<file path="config.mk">
export PLATFORM = sky130hd
export DESIGN_NAME = board_draw_sched
export DESIGN_NICKNAME = d
export VERILOG_FILES = /design/src/rtl/board_draw_sched.sv
export SDC_FILE = /design/constraint.sdc
export NUM_CORES = 1
export LEC_CHECK = 0
export ABC_CLOCK_PERIOD_IN_PS = 4019
export CORE_AREA = 2 2 101 103
export DETAILED_ROUTE_END_ITERATION = 6
export DIE_AREA = 0 0 103 105
export GPL_TIMING_DRIVEN = 0
export HOLD_SLACK_MARGIN = 0.15
export MAX_ROUTING_LAYER = met4
export PLACE_DENSITY = 0.51
export SLEW_MARGIN = 20
export SYNTH_ARGS = -nofsm -noshare
export SYNTH_HDL_FRONTEND = slang
export SYNTH_SLANG_ARGS = --single-unit
</file>
<file path="constraint.sdc">
create_clock -name clk_i -period 4.02 [get_ports clk_i]
set_input_delay 1.206 -clock clk_i [delete_from_list [all_inputs] [get_ports clk_i]]
set_output_delay 1.206 -clock clk_i [all_outputs]
set_load 0.05 [all_outputs]
</file>
<file path="src/rtl/board_draw_sched.sv">
// board_draw_sched
//   Owns the single 24x24 box-drawing engine and shares it between a full-board
//   redraw (raster walk of the board RAM, one box per cell) and single-cell draws
//   issued by game logic. Converts (col,row) to the pixel origin of the cell and
//   runs the engine through its start/done handshake. While a redraw is active,
//   redraw boxes and cell boxes alternate so neither requester starves.
//
// Ports
//   clk_i          system clock, rising edge
//   rst_ni         asynchronous active-low reset
//   frame_req_i    1-cycle pulse: request a full-board redraw
//   cell_req_i     level: single-cell draw request, held until cell_ack_o
//   cell_col_i     column of requested cell
//   cell_row_i     row of requested cell
//   cell_color_i   RRR_GGG_BBB colour of requested cell
//   cell_ack_o     1-cycle pulse: requested cell fully drawn
//   board_addr_o   board RAM read address (row*COLS+col)
//   board_rdata_i  board RAM data, valid the cycle after board_addr_o
//   box_start_o    1-cycle start pulse to the box engine
//   box_x0_o       box top-left X, held from box_start_o until box_done_i
//   box_y0_o       box top-left Y, held from box_start_o until box_done_i
//   box_color_o    box colour, held from box_start_o until box_done_i
//   box_done_i     1-cycle pulse from the engine: box finished
//   busy_o         high in every state except idle
//   frame_done_o   1-cycle pulse: last box of a full redraw finished

module board_draw_sched #(
    parameter int unsigned COLS     = 10,
    parameter int unsigned ROWS     = 20,
    parameter int unsigned CELL     = 24,
    parameter int unsigned X_ORIGIN = 200,
    parameter int unsigned Y_ORIGIN = 0
) (
    input  logic       clk_i,
    input  logic       rst_ni,
    input  logic       frame_req_i,
    input  logic       cell_req_i,
    input  logic [3:0] cell_col_i,
    input  logic [4:0] cell_row_i,
    input  logic [8:0] cell_color_i,
    output logic       cell_ack_o,
    output logic [7:0] board_addr_o,
    input  logic [8:0] board_rdata_i,
    output logic       box_start_o,
    output logic [9:0] box_x0_o,
    output logic [8:0] box_y0_o,
    output logic [8:0] box_color_o,
    input  logic       box_done_i,
    output logic       busy_o,
    output logic       frame_done_o
);

    typedef enum logic [2:0] {
        StIdle,
        StArb,
        StFetch,
        StLoad,
        StStart,
        StWait,
        StCack,
        StFadv
    } state_e;

    state_e     state_q, state_d;
    logic [3:0] col_q, col_d;
    logic [4:0] row_q, row_d;
    logic       frame_pend_q, frame_pend_d;
    logic       frame_active_q, frame_active_d;
    logic       turn_q, turn_d;          // 1: a frame box is owed before the next cell box
    logic       job_cell_q, job_cell_d;  // job currently on the engine is a cell draw
    logic [9:0] box_x0_q, box_x0_d;
    logic [8:0] box_y0_q, box_y0_d;
    logic [8:0] box_color_q, box_color_d;

    logic [9:0] cell_x;
    logic [8:0] cell_y;
    logic [9:0] frame_x;
    logic [8:0] frame_y;
    logic       last_cell;
    logic       last_col;

    // Pixel origins, truncated to port width (out-of-range coords draw as computed).
    assign cell_x  = 10'(X_ORIGIN + 32'(cell_col_i) * CELL);
    assign cell_y  = 9'(Y_ORIGIN + 32'(cell_row_i) * CELL);
    assign frame_x = 10'(X_ORIGIN + 32'(col_q) * CELL);
    assign frame_y = 9'(Y_ORIGIN + 32'(row_q) * CELL);

    assign last_col  = (32'(col_q) == COLS - 1);
    assign last_cell = last_col && (32'(row_q) == ROWS - 1);

    always_ff @(posedge clk_i or negedge rst_ni) begin
        if (!rst_ni) begin
            state_q        <= StIdle;
            col_q          <= '0;
            row_q          <= '0;
            frame_pend_q   <= 1'b0;
            frame_active_q <= 1'b0;
            turn_q         <= 1'b0;
            job_cell_q     <= 1'b0;
            box_x0_q       <= '0;
            box_y0_q       <= '0;
            box_color_q    <= '0;
        end else begin
            state_q        <= state_d;
            col_q          <= col_d;
            row_q          <= row_d;
            frame_pend_q   <= frame_pend_d;
            frame_active_q <= frame_active_d;
            turn_q         <= turn_d;
            job_cell_q     <= job_cell_d;
            box_x0_q       <= box_x0_d;
            box_y0_q       <= box_y0_d;
            box_color_q    <= box_color_d;
        end
    end

    always_comb begin
        state_d        = state_q;
        col_d          = col_q;
        row_d          = row_q;
        // A new request is never lost, even on the cycle a pending frame is consumed.
        frame_pend_d   = frame_pend_q | frame_req_i;
        frame_active_d = frame_active_q;
        turn_d         = turn_q;
        job_cell_d     = job_cell_q;
        box_x0_d       = box_x0_q;
        box_y0_d       = box_y0_q;
        box_color_d    = box_color_q;

        case (state_q)
            StIdle, StArb: begin
                if (cell_req_i && (!turn_q || !frame_active_q)) begin
                    box_x0_d    = cell_x;
                    box_y0_d    = cell_y;
                    box_color_d = cell_color_i;
                    job_cell_d  = 1'b1;
                    state_d     = StStart;
                end else if (frame_active_q) begin
                    job_cell_d = 1'b0;
                    state_d    = StFetch;
                end else if (frame_pend_q) begin
                    col_d          = '0;
                    row_d          = '0;
                    frame_active_d = 1'b1;
                    frame_pend_d   = frame_req_i;
                    job_cell_d     = 1'b0;
                    state_d        = StFetch;
                end else if (frame_req_i) begin
                    // Pend is being set this edge; arbitrate it next cycle.
                    state_d = StArb;
                end else begin
                    state_d = StIdle;
                end
            end
            StFetch: begin
                state_d = StLoad;
            end
            StLoad: begin
                box_color_d = board_rdata_i;
                box_x0_d    = frame_x;
                box_y0_d    = frame_y;
                state_d     = StStart;
            end
            StStart: begin
                state_d = StWait;
            end
            StWait: begin
                if (box_done_i) begin
                    state_d = job_cell_q ? StCack : StFadv;
                end
            end
            StCack: begin
                turn_d  = 1'b1;
                state_d = StArb;
            end
            StFadv: begin
                turn_d = 1'b0;
                if (last_cell) begin
                    frame_active_d = 1'b0;
                    col_d          = '0;
                    row_d          = '0;
                end else if (last_col) begin
                    col_d = '0;
                    row_d = row_q + 5'd1;
                end else begin
                    col_d = col_q + 4'd1;
                end
                state_d = StArb;
            end
            default: begin
                state_d = StIdle;
            end
        endcase
    end

    assign board_addr_o = 8'(32'(row_q) * COLS + 32'(col_q));
    assign box_start_o  = (state_q == StStart);
    assign cell_ack_o   = (state_q == StCack);
    assign frame_done_o = (state_q == StFadv) && last_cell;
    assign busy_o       = (state_q != StIdle);
    assign box_x0_o     = box_x0_q;
    assign box_y0_o     = box_y0_q;
    assign box_color_o  = box_color_q;

endmodule

</file>
Word level (Yosys, flattened, before mapping)
Index checks and enable logic that the tools add are counted.
- register bits: 44
- output and inout bits: 40
- reductions and logical operators: 19
- $add $sub $neg: 5
- muxes and demuxes: 38
- multiply operators: 5
- bitwise gates (word level): 1
- equal/unequal tests: 16
- operator list (operator ; number):
    case mux 9 bit (2 select lines) ; 2
    2-to-1 mux 5 bit ; 5
    adder 8 x 9 -> 10 bit (first input constant) ; 2
    2-to-1 mux 4 bit ; 5
    case mux 10 bit (2 select lines) ; 1
    2-to-1 mux 9 bit ; 2
    case mux 3 bit (6 select lines) ; 1
    2-to-1 mux 1 bit ; 13
    == test 3 bit (second input constant) ; 4
    multiplier 4 x 2 -> 6 bit (second input constant) ; 2
    multiplier 5 x 2 -> 6 bit (second input constant) ; 2
    != test 2 bit (second input constant) ; 6
    2-to-1 mux 10 bit ; 1
    case mux 5 bit (2 select lines) ; 1
    adder 8 x 4 -> 8 bit ; 1
    case mux 4 bit (2 select lines) ; 1
    multiplier 5 x 3 -> 7 bit (second input constant) ; 1
    == test 3 x 2 -> 1 bit (second input constant) ; 2
    2-to-1 mux 3 bit ; 2
    nonzero test 2 bit ; 3
    nonzero test 3 bit ; 2
    adder 5 x 1 -> 5 bit (second input constant) ; 1
    == test 5 bit (second input constant) ; 1
    AND reduction 5 bit ; 1
    other kinds (15) ; 22

Logic depth before layout (Yosys ltp)
Gate-level depths: netlist of run 1.
- depth after elaboration: 5
- mapped depth: 10
- gate-level depth less buffers: 9

Least setup slack after synthesis of run 1
OpenSTA, ideal clock, no wires.
- kind: reg2out
- from: register row_q[1]
- to: output board_addr_o[7]
- path slack: 140 ps
- arrival: 2674 ps
- data required time: 2814 ps
- cell stages (with the launch flop): 8
- cell sequence: dfrtp_1 -> ha_1 -> ha_1 -> fa_1 -> xor2_1 -> o2111ai_1 -> xnor2_1 -> xnor2_1
- longest elaborated chain between the ends: 2
- RTL lines (what ; RTL line ; RTL):
    start, declared ; 66 ; logic [4:0] row_q, row_d;
    start signal, assigned ; 106 ; row_q <= row_d;
    multiplier 5 x 3 -> 7 bit ; 196 ; assign board_addr_o = 8'(32'(row_q) * COLS + 32'(col_q));
    adder 8 x 4 -> 8 bit ; 196 ;
    end, declared ; 42 ; output logic [7:0] board_addr_o,
No other way between the ends.

Final worst setup path of run 1
- from: register row_q[2]
- to: output board_addr_o[4]
Same word-level chain as after synthesis.

==> results by group, run 1 <==
Worst hold path
  • Tightest Hold Check Type: register to register
  • Hold path depth: 2

Finish
  • Diodes inserted: 0
  • Commonest non-fill, non-tap cell in the layout: clkdlybuf4s50_1
  • Area Overhead vs Synth: 32.2%
  • Most frequent cells in the layout: clkdlybuf4s50_1, nand2_1, dfrtp_1
  • Share of layout cells above drive strength 1: 0.0876
  • Fin nets: 479

Setup path
  • Reg2Reg Depth: 9
  • WS Path Type: register to output port
  • Crit path max fanout: 8
  • CP required: 2810 ps
  • Worst setup SP type: register
  • CP Capture Type: output port
  • Arr. time, crit path: 2630 ps

Synth
  • Number of distinct library cells after synthesis: 47
  • Synth Flop Type: dfrtp_1
  • Yosys reg bits: 38
  • Yosys top cell area share: 0.322
  • FFs w/ async S/R, synth: 1.00
  • Syn Area/Cell: 8.89 um^2
  • Largest cells by area after synthesis: dfrtp_1, ha_1, nand2_1
  • Synthesized area: 0.00295 mm^2
  • Cells after synthesis: 332
  • Post-synth EDFFs: 0
  • Yosys warnings: 0
  • Sequential fraction of the synthesis area: 0.322
  • Yosys top cell by area: dfrtp_1

Drt
  • Vias after detailed routing: 2,515
  • DR WL/cell: 13.6 um
  • Final wirelength: 7380 um
  • Starting DRT DRC Count: 46
  • Number of remaining DRC errors: 0
  • Antenna Violating Nets Remaining: 0
  • Detailed Routing Iterations Pass 1: 4
  • Number of vias per cell: 4.62

Clocking
  • Clock sink count: 38
  • Clock root buffer: clkbuf_8
  • Number of H-tree levels: 2
  • TritonCTS Buffers: 5
  • Worst-Skew Late Latency: 290 ps
  • Clk pin slew, worst setup/hold paths: 80 ps
  • CTS tree: yes
  • Clock Tree Buf Depth: 2

GRT
  • Largest net degree at the start of global routing: 23
  • Grt total ovfl: 0
  • First-pass GRT wire length: 12,300 um
  • Initial antenna violation count: 0
  • GRT Overall Usage: 0.146
  • Vias in the first global route: 2,505

STA
  • Hold Vio Cnt, Final: 0
  • Crit path time final: 3840 ps
  • Fmax: 261 MHz
  • RSZ-0062 raised after global routing: no
  • Final setup viols: 0
  • Max Slew Vio Count: 0
  • Layout Skew: 5.80 ps
  • Period utilization: 0.954
  • Worst slew pin tran: 578 ps
  • Relative max-transition margin: 0.611
  • Hold_ws: 487 ps

Pwr
  • Power per cell area: 780 mW/mm^2
  • Tot Pwr: 3.04 mW
  • Lkg Pwr: 1.76 nW
  • Peak VDD IR: 0.548 mV

Placement
  • Dpl hpwl: 5640 um
  • GP Congestion: 0.826
  • # port buffers: 65

Die
  • Row cnt: 36
  • Die W: 103 um
  • I/O pins: 72
  • Die footprint: 0.0108 mm^2
  • Core area: 0.00964 mm^2
  • Die span in y: 105 um
  • Initial Util: 0.306

Run status
  • Status: finished, final reports clean

Job
  • Max Cap Viol: 0
logic make-up (layout without fill, tap and decap cells):
family,after synthesis,count (layout),share of synthesized area
mux,8,8,0.0297
buf+inv,36,110,0.0576
xor+xnor,23,23,0.0682
compound gates,82,82,0.184
other cells,1,6,0.00127
flops,38,38,0.322
fa+ha+maj,37,37,0.172
simple gates,107,107,0.165
final timing paths:
path	start	to	slack (ps)
worst max register to register	state_q[0]	box_x0_o[9]	1020
max in group asynchronous	rst_ni	row_q[1]	2610
worst max-delay path	row_q[2]	board_addr_o[4]	180
worst min register to register	box_x0_o[3]	box_x0_o[3]	490
worst min-delay path	box_x0_o[3]	box_x0_o[3]	490
min in group asynchronous	rst_ni	box_x0_o[3]	910
what timing repair did:
item | CTS | global route
setup buffers | 0 | 0
resized for setup | 8 | 5
hold buffers | 0 | 0
pin swaps | 0 | 2
setup endpoints to repair | 3 | 2
endpoints found under the hold margin | 0 | 0
where the power goes:
part           internal, mW  switching, mW
sequential            0.554          0.138
combinational         0.770           1.30
clock                 0.139          0.141
total                  1.46           1.58
per-stage QoR:
step / setup WS, ps / util / setup TNS [ps] / area, um^2 / std cells
after floorplan: 140 / - / 0 / 2970 / 337
after CTS: 13.8 / 0.404 / 0 / 3900 / 544
after global routing: 7.53 / 0.405 / 0 / 3900 / 544
after global placement: -158 / 0.393 / -158 / 3790 / 535
after detailed placement: -160 / 0.395 / -160 / 3810 / 536
final: 185 / 0.405 / 0 / 3900 / 544
routing by layer:
metal	GRT usage	vias up	part of all wire
li1	-	1293	-
met1	0.203	1160	0.49
met2	0.219	54	0.45
met3	0.0247	8	0.051
met4	0.0404	0	0.013
met5	-	-	0
synthesized netlist by cell type, types with 2 or more instances:
master,n
mux2_2,6
xor2_1,9
clkbuf_1,11
and3b_1,2
inv_1,16
nand2b_1,4
nor2_1,35
o21ba_2,2
o21a_1,2
mux2i_1,2
a211o_2,2
nand3_1,5
nor2b_1,3
xnor2_1,14
buf_4,7
a21oi_1,24
o2111ai_1,2
a31oi_1,12
o21ai_0,16
dfrtp_1,38
nor3b_1,3
and2_1,3
fa_1,6
nand2_1,42
a21o_1,8
nor3_1,2
o22ai_1,4
ha_1,31
nand3b_1,3
state kept, by name (all words and copies together), names as in the netlist:
name            flops
box_color_o         9
box_x0_o            7
box_y0_o            6
row_q               5
col_q               4
state_q             3
frame_active_q      1
frame_pend_q        1
job_cell_q          1
turn_q              1
cell type report:
| type | count | area [um^2] |
|---|---|---|
| Buffer | 20 | 110 |
| Clock buffer | 7 | 86.3 |
| Clock inverter | 1 | 5.00 |
| Fill cell | 1034 | 5740 |
| Inverter | 16 | 60.1 |
| Multi-Input combinational cell | 263 | 1860 |
| Sequential cell | 38 | 952 |
| Tap cell | 133 | 166 |
| Timing Repair Buffer | 66 | 664 |
critical path: stages, from the launching register on:
cell,delay [ps]
dfrtp_1,500
ha_1,350
ha_1,310
a21oi_1,210
xnor2_1,150
clkdlybuf4s50_1,820
No activity file was read; power rests on OpenSTA's default activity.
==> run 2: changes to the inputs <==
--- a/config.mk
+++ b/config.mk
@@ -13,6 +13,7 @@
 export HOLD_SLACK_MARGIN = 0.15
 export MAX_ROUTING_LAYER = met4
 export PLACE_DENSITY = 0.51
+export SKIP_CTS_REPAIR_TIMING = 1
 export SLEW_MARGIN = 20
 export SYNTH_ARGS = -nofsm -noshare
 export SYNTH_HDL_FRONTEND = slang
==> run 2 against run 1 <==
Effect of this change: cell count unchanged; first-iteration DRC count unchanged; register-to-register slack about the same; wire length about the same; total power about the same; sequential power about the same; non-clock buffer count unchanged; global-route usage unchanged.
==> results by group, run 2 (synthesis results as in run 1) <==
Run status
  • Status: finished, final reports clean

Drt
  • DR WL/cell: 13.6 um (about the same)
  • Number of remaining DRC errors: 0 (unchanged)
  • Final wirelength: 7380 um (about the same)
  • Antenna Violating Nets Remaining: 0 (unchanged)
  • Vias after detailed routing: 2,516 (+0.040%)
  • Starting DRT DRC Count: 46 (unchanged)
  • Number of vias per cell: 4.63 (about the same)
  • Detailed Routing Iterations Pass 1: 4 (unchanged)

Clocking
  • Clock sink count: 38 (unchanged)
  • Clock root buffer: clkbuf_8
  • Number of H-tree levels: 2 (unchanged)
  • CTS tree: yes
  • TritonCTS Buffers: 5 (unchanged)
  • Worst-Skew Late Latency: 290 ps (about the same)
  • Clk pin slew, worst setup/hold paths: 80 ps (about the same)
  • Clock Tree Buf Depth: 2 (unchanged)

Pwr
  • Peak VDD IR: 0.548 mV (about the same)
  • Lkg Pwr: 1.77 nW (+0.79%)
  • Power per cell area: 780 mW/mm^2 (about the same)

Setup path
  • R2R setup slack: 1020 ps (about the same)
  • Slowest cell on crit path: dfrtp_2
  • WS Path Type: register to output port
  • Crit path max fanout: 6 (-2)
  • Family with the most delay on the worst path: adder cells
  • Arr. time, crit path: 2680 ps (+50 ps)
  • CP cell instances: ha_1 -> ha_1 -> fa_1 -> xor2_1 -> o2111ai_1 -> xnor2_1 -> xnor2_1 -> clkbuf_4
  • CP Capture Type: output port
  • CP required: 2810 ps (about the same)
  • Worst setup SP type: register
  • Number of buffers and inverters on the critical path: 1 (unchanged)
  • Max stage delay on crit path: 470 ps (-350 ps)

GRT
  • GRT Overall Usage: 0.146 (unchanged)
  • Most Crowded Layer GR: met2
  • Largest net degree at the start of global routing: 23 (unchanged)
  • Initial antenna violation count: 0 (unchanged)
  • Met1 track demand over resource: 0.203 (unchanged)
  • Met3 Track Usage GR: 0.0247 (unchanged)
  • M2 GR Usage: 0.219 (unchanged)
  • First-pass GRT wire length: 12,300 um (unchanged)
  • Grt total ovfl: 0 (unchanged)
  • Vias in the first global route: 2,505 (unchanged)

Job
  • Max Cap Viol: 0 (unchanged)

Finish
  • Share of layout cells above drive strength 1: 0.0827 (-0.00487)
  • Diodes inserted: 0 (unchanged)
  • Area Overhead vs Synth: 32.3% (about the same)
  • Max FFs per register: 9 (unchanged)
  • Final core area utilization: 0.405 (about the same)
  • Commonest non-fill, non-tap cell in the layout: clkdlybuf4s50_1
  • Most frequent cells in the layout: clkdlybuf4s50_1, nand2_1, dfrtp_1
  • Fin nets: 479 (unchanged)
  • Final std cells w/o fill: 544 (unchanged)

STA
  • Total negative setup slack: 0 ps (unchanged)
  • Layout Skew: 5.80 ps (unchanged)
  • RSZ-0062 raised after global routing: yes
  • Worst slew pin tran: 578 ps (unchanged)
  • Relative max-transition margin: 0.611 (unchanged)
  • Hold Vio Cnt, Final: 0 (unchanged)
  • Hold_ws: 487 ps (unchanged)
  • Period utilization: 0.967 (+0.0126)
  • Crit path time final: 3890 ps (+50.5 ps)
  • Fmax: 257 MHz (-1.3%)
  • Max Slew Vio Count: 0 (unchanged)
  • Final setup viols: 0 (unchanged)

Worst hold path
  • Tightest Hold Check Type: register to register

Die
  • Die W: 103 um (unchanged)
  • Row cnt: 36 (unchanged)
  • Initial Util: 0.306 (unchanged)
  • Core area: 0.00964 mm^2 (unchanged)
  • I/O pins: 72 (unchanged)
  • Die span in y: 105 um (unchanged)
  • Die footprint: 0.0108 mm^2 (unchanged)

Placement
  • GP Congestion: 0.826 (unchanged)
  • Dpl hpwl: 5640 um (unchanged)
  • # port buffers: 65 (unchanged)
  • Dpl cells: 536 (unchanged)
## run 2: cell count changes in the layout (fill, tap and decap cells not counted)
cell	previous run	this run
xor2_2	1	0
buf_4	8	7
clkbuf_2	1	0
xor2_1	8	9
dlymetal6s2s_1	0	2
clkbuf_4	0	1
dlygate4sd2_1	1	0
## run 2: area by class of cell
| cell class | count | area (um^2) |
|---|---|---|
| Clock inverter | 1 | 5.00 |
| Multi-Input combinational cell | 263 | 1850 |
| Tap cell | 133 | 166 |
| Buffer | 20 | 110 |
| Sequential cell | 38 | 952 |
| Timing Repair Buffer | 66 | 676 |
| Inverter | 16 | 60.1 |
| Clock buffer | 7 | 86.3 |
| Fill cell | 1034 | 5730 |
## run 2: worst register-to-register path, stage by stage (launching register included)
cell	delay (ps)
dfrtp_1	360
clkbuf_1	180
nand3b_1	370
clkbuf_1	440
clkbuf_1	440
o21ai_0	170
ha_1	240
a221oi_1	390
nand2_1	100
a22o_1	210
## run 2: power breakdown
group          leakage [nW]  internal (mW)  switching (mW)
Clock                0.0482          0.139           0.141
Sequential            0.451          0.554           0.138
Combinational          1.27          0.775            1.30
Total                  1.77           1.47            1.58
## run 2: stage by stage
stage / area, um^2 / setup WS (ps) / power, mW
3_5_place_dp: 3810 / -160 / 2.78
2_1_floorplan: 2970 / 140 / 2.15
4_1_cts: 3900 / -512 / 3.08
3_3_place_gp: 3790 / -158 / 2.77
6_report: 3910 / 134 / 3.05
5_1_grt: 3910 / -62.2 / 3.28
## run 2: final timing paths
| path | start | to | depth (start not counted) |
|---|---|---|---|
| setup / recovery | row_q[1] | board_addr_o[7] | 8 |
| hold / removal | box_x0_o[3] | box_x0_o[3] | 2 |
| setup reg to reg | state_q[0] | box_x0_o[9] | 9 |
| hold reg to reg | box_x0_o[3] | box_x0_o[3] | 2 |
| max in group asynchronous | rst_ni | row_q[1] | 2 |
| min in group asynchronous | rst_ni | box_x0_o[3] | 1 |
## run 2: per-layer routing
| layer | wire (um) | part of all wire |
|---|---|---|
| met1 | 3610 | 0.49 |
| met2 | 3290 | 0.45 |
| met3 | 382 | 0.052 |
| met4 | 97 | 0.013 |
| met5 | 0 | 0 |
==> run 3: changes to the inputs <==
--- a/config.mk
+++ b/config.mk
@@ -7,6 +7,7 @@
 export LEC_CHECK = 0
 export ABC_CLOCK_PERIOD_IN_PS = 4019
 export CORE_AREA = 2 2 101 103
+export CTS_BUF_LIST = sky130_fd_sc_hd__clkbuf_16
 export DETAILED_ROUTE_END_ITERATION = 6
 export DIE_AREA = 0 0 103 105
 export GPL_TIMING_DRIVEN = 0
==> run 3 against run 2 <==
Effect of this change: combinational power about the same; design area up 1.2%; highest routed layer unchanged; die area unchanged; wire length down 0.61%; critical path depth unchanged; worst setup slack worse by 2.4 ps; critical endpoint unchanged.
==> results by group, run 3 (synthesis results as in run 1) <==
Finish
  • Area Overhead vs Synth: 33.8%
  • Max FFs per register: 9 (unchanged)
  • Most frequent cells in the layout: clkdlybuf4s50_1, nand2_1, dfrtp_1
  • Diodes inserted: 0 (unchanged)
  • Commonest non-fill, non-tap cell in the layout: clkdlybuf4s50_1
  • Fin nets: 479 (unchanged)
  • Fill cell count: 1,028 (-0.58%)
  • Share of layout cells above drive strength 1: 0.0779 (-0.00487)
  • Final std cells w/o fill: 544 (unchanged)
  • Final core area utilization: 0.410 (+0.00467)

GRT
  • Largest net degree at the start of global routing: 23 (unchanged)
  • Grt total ovfl: 0 (unchanged)
  • Initial antenna violation count: 0 (unchanged)
  • First-pass GRT wire length: 12,200 um (-0.17%)
  • GRT Overall Usage: 0.145 (-0.00140)
  • Vias in the first global route: 2,531 (+1.0%)

Pwr
  • Comb pwr share: 0.660 (-0.021)
  • Switching pwr: 1.59 mW (+0.37%)
  • Power per cell area: 794 mW/mm^2 (+1.9%)
  • Sequential power share: 0.221 (-0.006)
  • Tot Pwr: 3.14 mW (+3.0%)
  • Clk network pwr share: 0.119 (+0.027)
  • Peak VDD IR: 0.556 mV (+1.6%)
  • Lkg Pwr: 1.80 nW (+1.5%)
  • Internal cell power: 1.55 mW (+5.9%)
  • Switch share: 0.505 (-0.0134)

Clocking
  • Worst-Skew Late Latency: 280 ps (about the same)
  • Number of H-tree levels: 2 (unchanged)
  • Clk pin slew, worst setup/hold paths: 60 ps (-20 ps)
  • Clock root buffer: clkbuf_16
  • Clock sink count: 38 (unchanged)
  • TritonCTS Buffers: 5 (unchanged)
  • CTS tree: yes
  • Clock Tree Buf Depth: 2 (unchanged)

Drt
  • DR WL/cell: 13.5 um (-0.61%)
  • Vias after detailed routing: 2,510 (-0.24%)
  • Detailed Routing Iterations Pass 1: 4 (unchanged)
  • Detail Route met2 WL: 3340 um (+1.5%)
  • DR top layer: met4
  • Starting DRT DRC Count: 46 (unchanged)
  • Routed met1 length: 3630 um (+0.44%)
  • Final wirelength: 7340 um (-0.61%)
  • Number of vias per cell: 4.61 (-0.24%)
  • Antenna Violating Nets Remaining: 0 (unchanged)
  • WL met3: 326 um (-15%)
  • Number of remaining DRC errors: 0 (unchanged)

Die
  • Initial Util: 0.306 (unchanged)
  • I/O pins: 72 (unchanged)
  • Die footprint: 0.0108 mm^2 (unchanged)
  • Core area: 0.00964 mm^2 (unchanged)
  • Row cnt: 36 (unchanged)
  • Die span in y: 105 um (unchanged)
  • Die W: 103 um (unchanged)

Setup path
  • Worst Setup EP: board_addr_o[7]
  • Reg2Reg Depth: 9 (unchanged)
  • Critical path launch point: row_q[1]
  • Reg-to-Reg Start: state_q[0]
  • CP Capture Type: output port
  • Crit path max fanout: 6 (unchanged)
  • WS Path Type: register to output port
  • Arr. time, crit path: 2680 ps (about the same)
  • CP required: 2810 ps (about the same)
  • Reg2reg end: box_x0_o[9]
  • Worst setup SP type: register
  • R2R setup slack: 1050 ps (+30 ps)

STA
  • Final setup viols: 0 (unchanged)
  • Fmax: 257 MHz (about the same)
  • RSZ-0062 raised after global routing: yes
  • Worst slew pin tran: 589 ps (+10.8 ps)
  • Crit path time final: 3890 ps (+2.39 ps)
  • Hold Vio Cnt, Final: 0 (unchanged)
  • Layout Skew: 2.63 ps (-3.17 ps)
  • Relative max-transition margin: 0.608 (-0.00310)
  • Max Slew Vio Count: 0 (unchanged)
  • Period utilization: 0.967 (about the same)
  • Total negative setup slack: 0 ps (unchanged)

Placement
  • # port buffers: 65 (unchanged)
  • Dpl hpwl: 5640 um (unchanged)
  • Dpl cells: 536 (unchanged)
  • GP Congestion: 0.826 (unchanged)

Job
  • Max Cap Viol: 0 (unchanged)

Run status
  • Status: finished, final reports clean

Worst hold path
  • Min-Delay Startpoint: box_x0_o[3]
  • Tightest Hold Check Type: register to register
[run 3: stage by stage]
stage          setup slack, ps  cell area, um^2  hold WS, ps
2_1_floorplan              140             2970          458
3_3_place_gp              -158             3790          468
3_5_place_dp              -160             3810          480
4_1_cts                   -484             3950          493
5_1_grt                  -72.3             3950          514
6_report                   132             3950          483
[run 3: power by group through the flow]
stage               Combinational, mW  Sequential, mW  Clock [mW]
floorplan                        1.09            1.06           0
global placement                 2.07           0.698           0
detailed placement               2.08           0.701           0
CTS                              2.10           0.696       0.389
global route                     2.25           0.719       0.406
finish                           2.07           0.693       0.373
[run 3: worst min-delay path by stage]
stage / endpoint / slack [ps] / cells after the start
5_1_grt: box_x0_o[3] / 510 / 2
2_1_floorplan: turn_q / 460 / 1
3_3_place_gp: box_x0_o[3] / 470 / 2
4_1_cts: box_x0_o[3] / 490 / 2
6_report: box_x0_o[3] / 480 / 2
3_5_place_dp: box_x0_o[3] / 480 / 2
[run 3: cell type report]
cell class / instances / area (um^2) / share of cell area
multi-input cells: 263 / 1850 / 0.468
flip-flops and latches: 38 / 951 / 0.241
repair buffers: 66 / 676 / 0.171
well taps: 133 / 166 / 0.0421
clock buffers: 5 / 125 / 0.0317
plain buffers: 20 / 110 / 0.0279
inverters: 16 / 60.1 / 0.0152
clock inverters: 3 / 12.5 / 0.00317
[run 3: layer usage]
layer	up-vias	GRT usage
met3	2	0.0254
met4	0	0.0357
met5	-	-
li1	1297	-
met2	53	0.221
met1	1158	0.199
[run 3: worst max-delay path, cell delays in order, from the launching register on]
cell and delay, ps:
dfrtp_1 470, ha_1 330, ha_1 230, fa_1 380, xor2_1 230, o2111ai_1 170
xnor2_1 190, xnor2_1 140, clkbuf_4 250
